<file path="src/rtl/vend_pkg.sv">
// rtl/vend_pkg.sv - shared vending datapath types, default sizes and width helper
package vend_pkg;

  localparam int N_CH_DEF  = 4;
  localparam int WIDTH_DEF = 8;

  typedef enum logic {
    IDLE = 1'b0,
    HOLD = 1'b1
  } state_e;

  function automatic int clog2_min1(input int n);
    return (n <= 2) ? 1 : $clog2(n);
  endfunction

endpackage

</file>
<file path="src/rtl/price_select_latch_if.sv">
// rtl/price_select_latch_if.sv - select/price inputs and latched outputs of the price latch
interface price_select_latch_if
  import vend_pkg::*;
#(
  parameter int N_CH  = N_CH_DEF,
  parameter int WIDTH = WIDTH_DEF
) ();

  localparam int IDX_W = clog2_min1(N_CH);

  logic [N_CH*WIDTH-1:0] cons;
  logic [N_CH-1:0]       select;
  logic                  clear;
  logic [WIDTH-1:0]      result;
  logic [IDX_W-1:0]      index;
  logic                  valid;
  logic                  multi;

  modport master (
    output cons, select, clear,
    input  result, index, valid, multi
  );

  modport slave (
    input  cons, select, clear,
    output result, index, valid, multi
  );

endinterface

</file>
<file path="src/rtl/prio_enc_n.sv">
// rtl/prio_enc_n.sv - combinational lowest-index-wins priority encoder with multi-hit flag
module prio_enc_n
  import vend_pkg::*;
#(
  parameter int N     = N_CH_DEF,
  parameter int IDX_W = clog2_min1(N)
) (
  input  logic [N-1:0]     req_i,
  output logic [IDX_W-1:0] idx_o,
  output logic             any_o,
  output logic             multi_o
);

  always_comb begin
    idx_o = '0;
    // Scan downward so the lowest set bit is the last one written.
    for (int i = N - 1; i >= 0; i--) begin
      if (req_i[i]) idx_o = IDX_W'(i);
    end
    any_o   = |req_i;
    multi_o = (req_i & (req_i - N'(1))) != '0;
  end

endmodule

</file>
<file path="src/rtl/price_select_latch.sv">
// rtl/price_select_latch.sv - captures the highest-priority selected price and holds it until cleared
module price_select_latch
  import vend_pkg::*;
#(
  parameter int N_CH  = N_CH_DEF,
  parameter int WIDTH = WIDTH_DEF
) (
  input  logic               clk,
  input  logic               rst,
  price_select_latch_if.slave bus
);

  localparam int IDX_W = clog2_min1(N_CH);

  state_e           state_q, state_d;
  logic [WIDTH-1:0] result_q, result_d;
  logic [IDX_W-1:0] index_q, index_d;
  logic             valid_q, valid_d;
  logic             multi_q, multi_d;

  logic [IDX_W-1:0] enc_idx;
  logic             enc_any;
  logic             enc_multi;
  logic [WIDTH-1:0] sel_price;

  prio_enc_n #(.N(N_CH), .IDX_W(IDX_W)) u_enc (
    .req_i   (bus.select),
    .idx_o   (enc_idx),
    .any_o   (enc_any),
    .multi_o (enc_multi)
  );

  always_comb begin
    sel_price = '0;
    for (int i = 0; i < N_CH; i++) begin
      if (enc_idx == IDX_W'(i)) sel_price = bus.cons[i*WIDTH +: WIDTH];
    end
  end

  always_comb begin
    state_d  = state_q;
    result_d = result_q;
    index_d  = index_q;
    valid_d  = valid_q;
    multi_d  = 1'b0;
    case (state_q)
      IDLE: begin
        if (enc_any) begin
          state_d  = HOLD;
          result_d = sel_price;
          index_d  = enc_idx;
          valid_d  = 1'b1;
          multi_d  = enc_multi;
        end
      end
      HOLD: begin
        // Selects and price changes are ignored here; only clear releases the latch.
        if (bus.clear) begin
          state_d  = IDLE;
          result_d = '0;
          index_d  = '0;
          valid_d  = 1'b0;
        end
      end
      default: state_d = IDLE;
    endcase
  end

  always_ff @(posedge clk or posedge rst) begin
    if (rst) begin
      state_q  <= IDLE;
      result_q <= '0;
      index_q  <= '0;
      valid_q  <= 1'b0;
      multi_q  <= 1'b0;
    end else begin
      state_q  <= state_d;
      result_q <= result_d;
      index_q  <= index_d;
      valid_q  <= valid_d;
      multi_q  <= multi_d;
    end
  end

  assign bus.result = result_q;
  assign bus.index  = index_q;
  assign bus.valid  = valid_q;
  assign bus.multi  = multi_q;

endmodule

</file>
<file path="src/flat_wrapper.sv">
// flat-port wrapper written by rule: the top's interface ports become plain ports
module price_select_latch_flat import vend_pkg::*;
#(
  parameter int N_CH  = N_CH_DEF,
  parameter int WIDTH = WIDTH_DEF
)
  (clk, rst, bus_cons, bus_select, bus_clear, bus_result, bus_index, bus_valid, bus_multi);
  price_select_latch_if #(.N_CH(N_CH), .WIDTH(WIDTH)) bus_i ();
  input  logic clk;
  input  logic rst;
  input wire logic [$bits(bus_i.cons)-1:0] bus_cons;
  input wire logic [$bits(bus_i.select)-1:0] bus_select;
  input wire logic [$bits(bus_i.clear)-1:0] bus_clear;
  output wire logic [$bits(bus_i.result)-1:0] bus_result;
  output wire logic [$bits(bus_i.index)-1:0] bus_index;
  output wire logic [$bits(bus_i.valid)-1:0] bus_valid;
  output wire logic [$bits(bus_i.multi)-1:0] bus_multi;
  assign bus_i.cons = bus_cons;
  assign bus_i.select = bus_select;
  assign bus_i.clear = bus_clear;
  assign bus_result = bus_i.result;
  assign bus_index = bus_i.index;
  assign bus_valid = bus_i.valid;
  assign bus_multi = bus_i.multi;
  price_select_latch #(.N_CH(N_CH), .WIDTH(WIDTH)) u_core (.clk(clk), .rst(rst), .bus(bus_i));
endmodule
</file>
<file path="config.mk">
export PLATFORM = sky130hd
export DESIGN_NAME = price_select_latch_flat
export DESIGN_NICKNAME = d
export VERILOG_FILES = /design/src/rtl/vend_pkg.sv /design/src/rtl/price_select_latch_if.sv /design/src/rtl/prio_enc_n.sv /design/src/rtl/price_select_latch.sv /design/src/flat_wrapper.sv
export SDC_FILE = /design/constraint.sdc
export NUM_CORES = 1
export LEC_CHECK = 0
export CORE_UTILIZATION = 39
export DETAILED_ROUTE_END_ITERATION = 10
export PLACE_DENSITY = 0.83
export SETUP_SLACK_MARGIN = 0.05
export SYNTH_ARGS = -nofsm -noshare
export SYNTH_HDL_FRONTEND = slang
export SYNTH_SLANG_ARGS = --single-unit
</file>
<file path="constraint.sdc">
create_clock -name clk -period 2.55 [get_ports clk]
set_input_delay 0.3825 -clock clk [delete_from_list [all_inputs] [get_ports clk]]
set_output_delay 0.3825 -clock clk [all_outputs]
set_load 0.03 [all_outputs]
</file>
==> results.cfg <==
[outcome]
outcome = completed

[routing]
postRouteAntennaNets = 0
drt_wl_total_um = 2460
drc = 0
wl_per_cell_um = 14.0
drt_iter0_drc = 34
num_vias = 954
first_pass_iters = 4
vias_per_cell = 5.42

[die]
fp-row-count = 16
fp.dieH_um = 48.6
initial_utilization_pct = 42.3
core_area_um2 = 2000
dieArea_um2 = 2360
ios = 51
die_x_um = 48.6

[cts]
cts_tree = yes
clk_latency_ns = 0.28
post_cts_resized = 0
clk_path_buf_depth = 2
cts_buffers = 3
postCtsHoldBufs = 0
clkTransAtPathRegs_ns = 0.08
htreeDepth = 1
clock_sinks = 13
cts_setup_buffers = 0
ctsRootBufferMaster = clkbuf_4

[global_route]
grt_max_degree = 22
grt.overflow.total = 0
grt_usage_pct = 22.3
antenna_found_initial = 0
grt_pass1_wl_um = 4060
grt_pass1_vias = 861

[place]
dp_slack_ns = 0.396
place_inst = 172
dpl_cell_area_um2 = 1390
hpwl_um = 1910
gp_congestion = 0.792
port-buffer-count = 50

[critical_path]
crit_path_max_fanout = 11
worstPathRequired_ns = 2.77
worstPathCellList = clkdlybuf4s50_1 -> buf_4 -> nor2b_1 -> a211oi_1 -> o31ai_1 -> a22o_1
cp_data_arrival_time_ns = 2.13
endpoint_kind = register
critical_path_class = input port to register
slowest_delay_ns = 0.47
critPathLaunchType = input port
cpMaxStageDelayCell = clkdlybuf4s50_1

[pwr]
power.leakage_nw = 0.557
max-vdd-ir-drop_v = 0.000204
power_density_nw_per_um2 = 430

[hold_path]
min_path_type = input port to asynchronous set/reset pin

[logic_synthesis]
ys_async_sr_fraction_pct = 100
synth_edf_count = 0
synth_top_area_share_pct = 38.4
ys_seq_area_share_pct = 38.4
synth_top_cell_by_area = dfrtp_1
yosys_most_used_dff = dfrtp_1
synth_cell_types = 18
syn_nets = 138
syn_area_um2 = 847
ys_warn_count = 0
yosysMostFrequentCell = dfrtp_1
ys_top_cells_by_count = dfrtp_1, a21oi_1
ys_seq_elements = 13
synthTopCellsByArea = dfrtp_1, a22o_1, o31ai_1, a211oi_1, nor2b_1
syn_inst = 99
postSynthAreaPerCell_um2 = 8.56

[flow_run]
drv_cap = 0

[timing]
maxSlewViolCount = 0
hold_violations = 0
worstMarginPinSlew_ns = 0.693
post-route-period-util_pct = 74.6
setup_viol = 0
setup_slack_ns = 0.647
tns_ns = 0
max_freq_mhz = 525
whs_ns = 0.424
rsz0062_at_grt = no
finalCriticalPeriod_ns = 1.90
clock-skew-final_ns = 0.000285
relSlewSlack_pct = 53.5

[finish]
diodes = 0
layout-drive-gt1-share_pct = 6.71
syn2layout_area_growth_pct = 66.6
final_area_um2 = 1410
layout.nets = 189
stdcell_count = 176
worst paths after layout:
kind	from	end	slack, ns	depth (start not counted)
max in group asynchronous	rst	u_core.bus.index[1]	1.80	2
min in group clk	u_core.bus.index[0]	u_core.bus.index[0]	0.49	2
min reg2reg	u_core.bus.index[0]	u_core.bus.index[0]	0.49	2
min	rst	u_core.bus.valid	0.42	2
max	bus_select[2]	u_core.bus.result[0]	0.65	6
max reg2reg	u_core.state_q	u_core.bus.result[7]	1.13	2
worst max-delay path, delay by kind of cell:
kind | cells | cell delay, ns
compound gates | 3 | 0.61
buf+inv | 2 | 0.67
simple gates | 1 | 0.45
layer usage:
metal | GRT usage, % | vias up | wire length [um]
li1 | - | 474 | -
met1 | 32.4 | 434 | 1130
met2 | 32.9 | 41 | 1140
met3 | 2.83 | 5 | 124
met4 | 10.3 | 0 | 53
met5 | 0 | - | 0
area by class of cell:
cell class	instances	area [um^2]
clock buffers	4	26.3
fillers	163	591
inverters	1	3.75
multi-input cells	76	484
flip-flops and latches	13	325
well taps	27	33.8
repair buffers	55	538
flip-flops by register name, summed over array words and instances (netlist names):
| name | flops |
|---|---|
| u_core.state_q | 1 |
| u_core.bus.index | 2 |
| u_core.bus.valid | 1 |
| u_core.bus.result | 8 |
| u_core.bus.multi | 1 |
per-stage QoR:
step | power [mW] | util [%]
3_3_place_gp | 0.480 | 69.2
5_1_grt | 0.642 | 70.5
3_5_place_dp | 0.482 | 69.2
2_1_floorplan | 0.361 | -
4_1_cts | 0.607 | 70.5
6_report | 0.607 | 70.5
cells by family after synthesis:
| group | after synthesis | synth area share (%) |
|---|---|---|
| AND/OR/NAND/NOR | 30 | 18.3 |
| multiplexers | 1 | 2.66 |
| buffers and inverters | 10 | 4.43 |
| flip-flops | 13 | 38.4 |
| adder cells (fa/ha/maj) | 1 | 1.18 |
| AO/OA/AOI/OAI | 44 | 35.0 |
layout by cell type (no fill, tap or decap), types with 3 or more instances in the layout:
master and n:
a211oi_1 8, a21oi_1 10, a22o_1 8, buf_4 5, clkbuf_4 3, clkdlybuf4s50_1 50, dfrtp_1 13, nand2_1 9
nor2_1 4, nor2b_1 9, nor3_1 5, o21ai_0 8, o31ai_1 9
report_power, final:
group	switching [mW]	internal, mW	total (mW)
logic	0.107	0.125	0.233
registers	0.0190	0.227	0.246
clock network	0.0677	0.0608	0.128
Power figures use the tool's default switching activity.
